### src/rtl/edge_pixel_packer.sv
// Packs the 2-bit classified edge pixel stream four-per-byte and issues byte writes to a frame memory.
// Optional EDGE_PACK_STATS_EN adds edge_count: nonzero pixels in the last completed frame.
module edge_pixel_packer #(
  parameter int OUT_WIDTH  = 504,
  parameter int OUT_HEIGHT = 504,
  parameter int ADDR_WIDTH = 16
) (
  input  logic                  clk,
  input  logic                  rst_n,
  input  logic                  clear,
  input  logic                  in_valid,
  input  logic [1:0]            in_pixel,
  output logic                  out_we,
  output logic [ADDR_WIDTH-1:0] out_addr,
  output logic [7:0]            out_data,
  output logic                  frame_done,
  output logic                  busy,
  output logic [15:0]           col,
  output logic [15:0]           row
`ifdef EDGE_PACK_STATS_EN
  ,
  output logic [ADDR_WIDTH+1:0] edge_count
`endif
);

  typedef enum logic {IDLE, ACTIVE} state_t;

  localparam logic [15:0] COL_LAST = 16'(OUT_WIDTH - 1);
  localparam logic [15:0] ROW_LAST = 16'(OUT_HEIGHT - 1);

  state_t                state;
  logic [7:0]            pack_p0;
  logic [1:0]            slot_p0;
  logic [ADDR_WIDTH-1:0] addr_p0;
  logic                  vld_p0;
  logic                  last_px;
  logic [7:0]            byte_nxt;

  function automatic logic [7:0] merge_pixel(input logic [7:0] pack,
                                             input logic [1:0] slot,
                                             input logic [1:0] pix);
    logic [7:0] b;
    b = pack;
    b[{slot, 1'b0} +: 2] = pix;
    return b;
  endfunction

  assign vld_p0   = in_valid & ~clear;
  assign last_px  = (col == COL_LAST) && (row == ROW_LAST);
  assign byte_nxt = merge_pixel(pack_p0, slot_p0, in_pixel);
  assign busy     = (state == ACTIVE);

  // Stage p0 -> p1: accept pixel, advance position, emit byte on 4th or final pixel
  always_ff @(posedge clk or negedge rst_n) begin
    if (!rst_n) begin
      state      <= IDLE;
      pack_p0    <= '0;
      slot_p0    <= '0;
      addr_p0    <= '0;
      col        <= '0;
      row        <= '0;
      out_we     <= 1'b0;
      out_addr   <= '0;
      out_data   <= '0;
      frame_done <= 1'b0;
    end else begin
      out_we     <= 1'b0;
      frame_done <= 1'b0;
      if (clear) begin
        state   <= IDLE;
        pack_p0 <= '0;
        slot_p0 <= '0;
        addr_p0 <= '0;
        col     <= '0;
        row     <= '0;
      end else if (vld_p0) begin
        if ((slot_p0 == 2'd3) || last_px) begin
          out_we   <= 1'b1;
          out_addr <= addr_p0;
          out_data <= byte_nxt;
          pack_p0  <= '0;
          slot_p0  <= '0;
          addr_p0  <= last_px ? '0 : addr_p0 + 1'b1;
        end else begin
          pack_p0 <= byte_nxt;
          slot_p0 <= slot_p0 + 1'b1;
        end
        if (last_px) begin
          state      <= IDLE;
          frame_done <= 1'b1;
          col        <= '0;
          row        <= '0;
        end else begin
          state <= ACTIVE;
          if (col == COL_LAST) begin
            col <= '0;
            row <= row + 16'd1;
          end else begin
            col <= col + 16'd1;
          end
        end
      end
    end
  end

`ifdef EDGE_PACK_STATS_EN
  logic [ADDR_WIDTH+1:0] cnt_p0;
  logic [ADDR_WIDTH+1:0] cnt_nxt;

  // The running count restarts with each frame; the output holds until the next frame completes
  assign cnt_nxt = cnt_p0 + {{(ADDR_WIDTH+1){1'b0}}, (in_pixel != 2'b00)};

  always_ff @(posedge clk or negedge rst_n) begin
    if (!rst_n) begin
      cnt_p0     <= '0;
      edge_count <= '0;
    end else if (clear) begin
      cnt_p0 <= '0;
    end else if (vld_p0) begin
      if (last_px) begin
        cnt_p0     <= '0;
        edge_count <= cnt_nxt;
      end else begin
        cnt_p0 <= cnt_nxt;
      end
    end
  end
`endif

endmodule

### config.mk
export PLATFORM = sky130hd
export DESIGN_NAME = edge_pixel_packer
export DESIGN_NICKNAME = d
export VERILOG_FILES = /design/src/rtl/edge_pixel_packer.sv
export SDC_FILE = /design/constraint.sdc
export NUM_CORES = 1
export LEC_CHECK = 0
export ABC_AREA = 1
export CORE_MARGIN = 5
export CORE_UTILIZATION = 50
export DETAILED_ROUTE_END_ITERATION = 10
export PLACE_DENSITY = 0.72
export SLEW_MARGIN = 20
export SYNTH_ARGS = -nofsm -noshare
export SYNTH_HDL_FRONTEND = slang
export SYNTH_SLANG_ARGS = --single-unit
### constraint.sdc
create_clock -name clk -period 3.7 [get_ports clk]
set_input_delay 0.37 -clock clk [delete_from_list [all_inputs] [get_ports clk]]
set_output_delay 0.37 -clock clk [all_outputs]
set_load 0.05 [all_outputs]
==> results.md <==
- The detailed-route wire length is between 10000 and 15000 um.
- For this design the ratio of total power to cell area is 338.1 nW/um^2.
- The number of I/O port buffers is 64.
- The type of the worst setup path is flip-flop to flip-flop.
- The clock latency of the later-clocked register in the worst-skew pair is roughly 0.36 ns.
- The most common cell in the synthesized netlist is nand2_1.
- STA puts the critical path data required time at between 3 and 4 ns.
- For this block, the initial DRC count from the detailed router was ~230.
- The type of the worst min-delay path is input port to asynchronous set/reset pin.
- The all-layer global routing usage is 0.2124.
- The number of nets produced by synthesis is ~660.
- The endpoint class of the critical path is a flip-flop.
- For this run, the leading register cell type out of synthesis is dfrtp_1.
- The CTS root buffer is clkbuf_8.
- The first detailed-routing pass took 5 iterations.
- The total leakage power is ~0.0026 uW.
- The longest clock path from root to sink contains 2 buffers.
- Synthesis produced 640 cells.
- The share of layout cells above drive strength 1 is 0.05382.
- Compared with the post-synthesis result, the final layout area differs by 19.61%.
- The row count is 35.
- The register bit total from synthesis is 85.
- The worst-case IR drop observed on VDD is between 200 and 250 uV.
- The final critical-path share of the clock period is 0.5863.
- Buffers inserted during clock tree synthesis total 9.
- The time the final worst path needs with I/O delays and setup is roughly 2.2 ns.
- The first-pass GRT wire length is approximately 20000 um.
- The final design utilization is 0.6127.
- The synthesized design contains 0 enable-type register cells.
- In the final timing run, aggregate negative setup slack is 0 ns.
- The fraction of registers with async set or reset after synthesis is 1.000.
- The number of levels in the clock H-tree is 3.
- The number of global-route vias before repair was about 4200.
- Each instance of the synthesized netlist takes up on average roughly 7.4 sq um.
- Measured along the y axis, the die boundary spans 107.3 um.
- The biggest area consumer among synthesized cells is dfrtp_1.
- The detailed placer's ending HPWL is ~8100 um.
- Clock skew on the completed layout was measured at ~0.014 ns.
- The TritonCTS clock tree is yes.
- The reg2reg setup slack is about 1.5 ns.
- The floorplan step defined a die boundary enclosing around 12000 sq um.
- The post-CTS resize count is 0.
- The final number of max-transition violations is 0.
- In this run the post-CTS setup repair buffer count came out at 0.
- The total global routing overflow is 0.
- The count of nets after finishing is between 700 and 800.
- From left edge to right edge, the die measures between 100 and 150 um.
- During synthesis, Yosys emitted a total of 0 warnings.
- By area the synthesized netlist is led by dfrtp_1 (45%), nand2_1 (16%), nor2_1 (6.5%).
- The maximum clock frequency is roughly 460 MHz.
- After detailed routing, the number of vias per cell comes to 5.281.
- The number of endpoints with negative hold slack in the final report is 0.
- Routability-driven placement finished with a final weighted congestion of ~0.90.
- For this configuration, the core starts out at a cell density of 0.5123.
- The flow ran to the end, and the final reports show no timing, DRC or antenna violations.
- After clock tree synthesis, the clock-pin slew on the worst setup and hold paths is about 0.090 ns.
- The number of antenna repair diodes is 0.
- Counting instances in the post-synthesis netlist gives the leading cell types as nand2_1 (206), dfrtp_1 (85), nor2_1 (82).
- For the worst setup path, the data arrival time is approximately 2.5 ns.
- The post-synthesis instance area is around 4700 sq um.
- The count of maximum capacitance violations is 0.
- The detail route stage leaves a number of antenna-violating nets equal to 0.
- For the pin with the worst max-slew slack, the measured transition is 0.7646 ns.
- STA classifies the critical path startpoint as a flip-flop.
- The maximum number of pins on one net before global-route repair is 86.
- In this run the count of I/O pins placed on the die edge is between 60 and 70.
- The final setup violation count is 0.
- The worst slew margin relative to its limit is 0.4903.
- In this run, post-CTS hold repair placed 0 buffers.
- Setup repair after global routing left no endpoint under its margin.
- The share of synthesized area in the top cell type comes to 0.4494.
- The routed layout has 4410 vias.
- The clock net in this run drives a total of between 80 and 90 sinks.
- The number of different library cells in the post-synthesis netlist is 30.
- In the final routed layout, each cell accounts on average for 13.92 um.
- The area of the core is about 9200 sq um.
- The biggest fanout along the worst timing path is 33.
- The initial antenna violation count is 0.
- The post-route DRC violation count is 0.
- Of the synthesized area, sequential elements account for 0.4494.
per-stage QoR:
stage,setup WS (ns),power [uW],area (sq um),instances,hold WS [ns]
6_report,1.531,1914,5662,835,0.06611
5_1_grt,1.268,1996,5662,835,0.1344
4_1_cts,1.498,1931,5658,835,0.2517
3_5_place_dp,1.456,1240,5449,819,0.4650
3_3_place_gp,1.518,1241,5449,819,0.4677
2_1_floorplan,1.716,1152,4733,640,0.07441
sequential cells by signal, summed over array words and instances, names as in the netlist:
signal      flops
addr_p0        16
busy            1
col            16
frame_done      1
out_addr       16
out_data        8
out_we          1
pack_p0         8
row            16
slot_p0         2
critical path: stages, from the launching register on:
cell,delay [ns]
dfrtp_1,0.46
ha_1,0.27
nand3_1,0.15
inv_1,0.09
nand2_1,0.06
nor2_1,0.20
nand2_2,0.15
nand2_2,0.11
nand2_4,0.22
inv_6,0.24
nand2_1,0.07
nand2_1,0.07
layout by cell type (no fill, tap or decap), types with 5 or more instances in the layout:
master / n
clkbuf_8: 10
ha_1: 9
clkdlybuf4s50_1: 63
inv_1: 65
o22ai_1: 17
o21ai_2: 5
nand2_1: 206
a21oi_1: 5
nor2_1: 82
xor2_1: 15
o21ai_0: 23
o21ai_1: 6
dfrtp_1: 85
nor3_1: 14
nand3_1: 43
nand4_1: 32
power by group:
part	switching [uW]	total (uW)	internal, uW	leakage [uW]
Combinational	175	245	70.5	0.00135
Sequential	27.5	978	951	0.00118
Clock	356	691	335	0.0000991
Total	558	1910	1360	0.00263
path summary, 6_finish.rpt:
path	depth (start not counted)	end	startpoint
setup / recovery	11	out_data[6]	col[0]
hold / removal	1	col[10]	rst_n
setup reg to reg	11	out_data[6]	col[0]
hold reg to reg	2	out_data[4]	out_data[4]
max in group asynchronous	1	frame_done	rst_n
min in group clk	2	out_data[4]	out_data[4]
final cells by class:
type                            count  area (sq um)
Multi-Input combinational cell    472          2255
Clock buffer                       10         137.6
Inverter                           68         260.3
Clock inverter                      6         71.32
Sequential cell                    85          2127
Fill cell                         863          3578
Tap cell                          129         161.4
Timing Repair Buffer               65         649.4
cells by family after synthesis:
| logic type | share of synthesized area |
|---|---|
| flip-flops | 0.4494 |
| buffers and inverters | 0.07428 |
| adder cells (fa/ha/maj) | 0.02379 |
| AO/OA/AOI/OAI | 0.06767 |
| XOR/XNOR | 0.02961 |
| AND/OR/NAND/NOR | 0.3553 |
per-layer routing:
metal,vias up,global-route usage,part of all wire
met5,-,0,0
met4,0,0.06210,0.011
met3,13,0.03059,0.054
met2,119,0.3454,0.48
met1,2090,0.2955,0.46
li1,2188,-,-
Power figures use the tool's default switching activity.
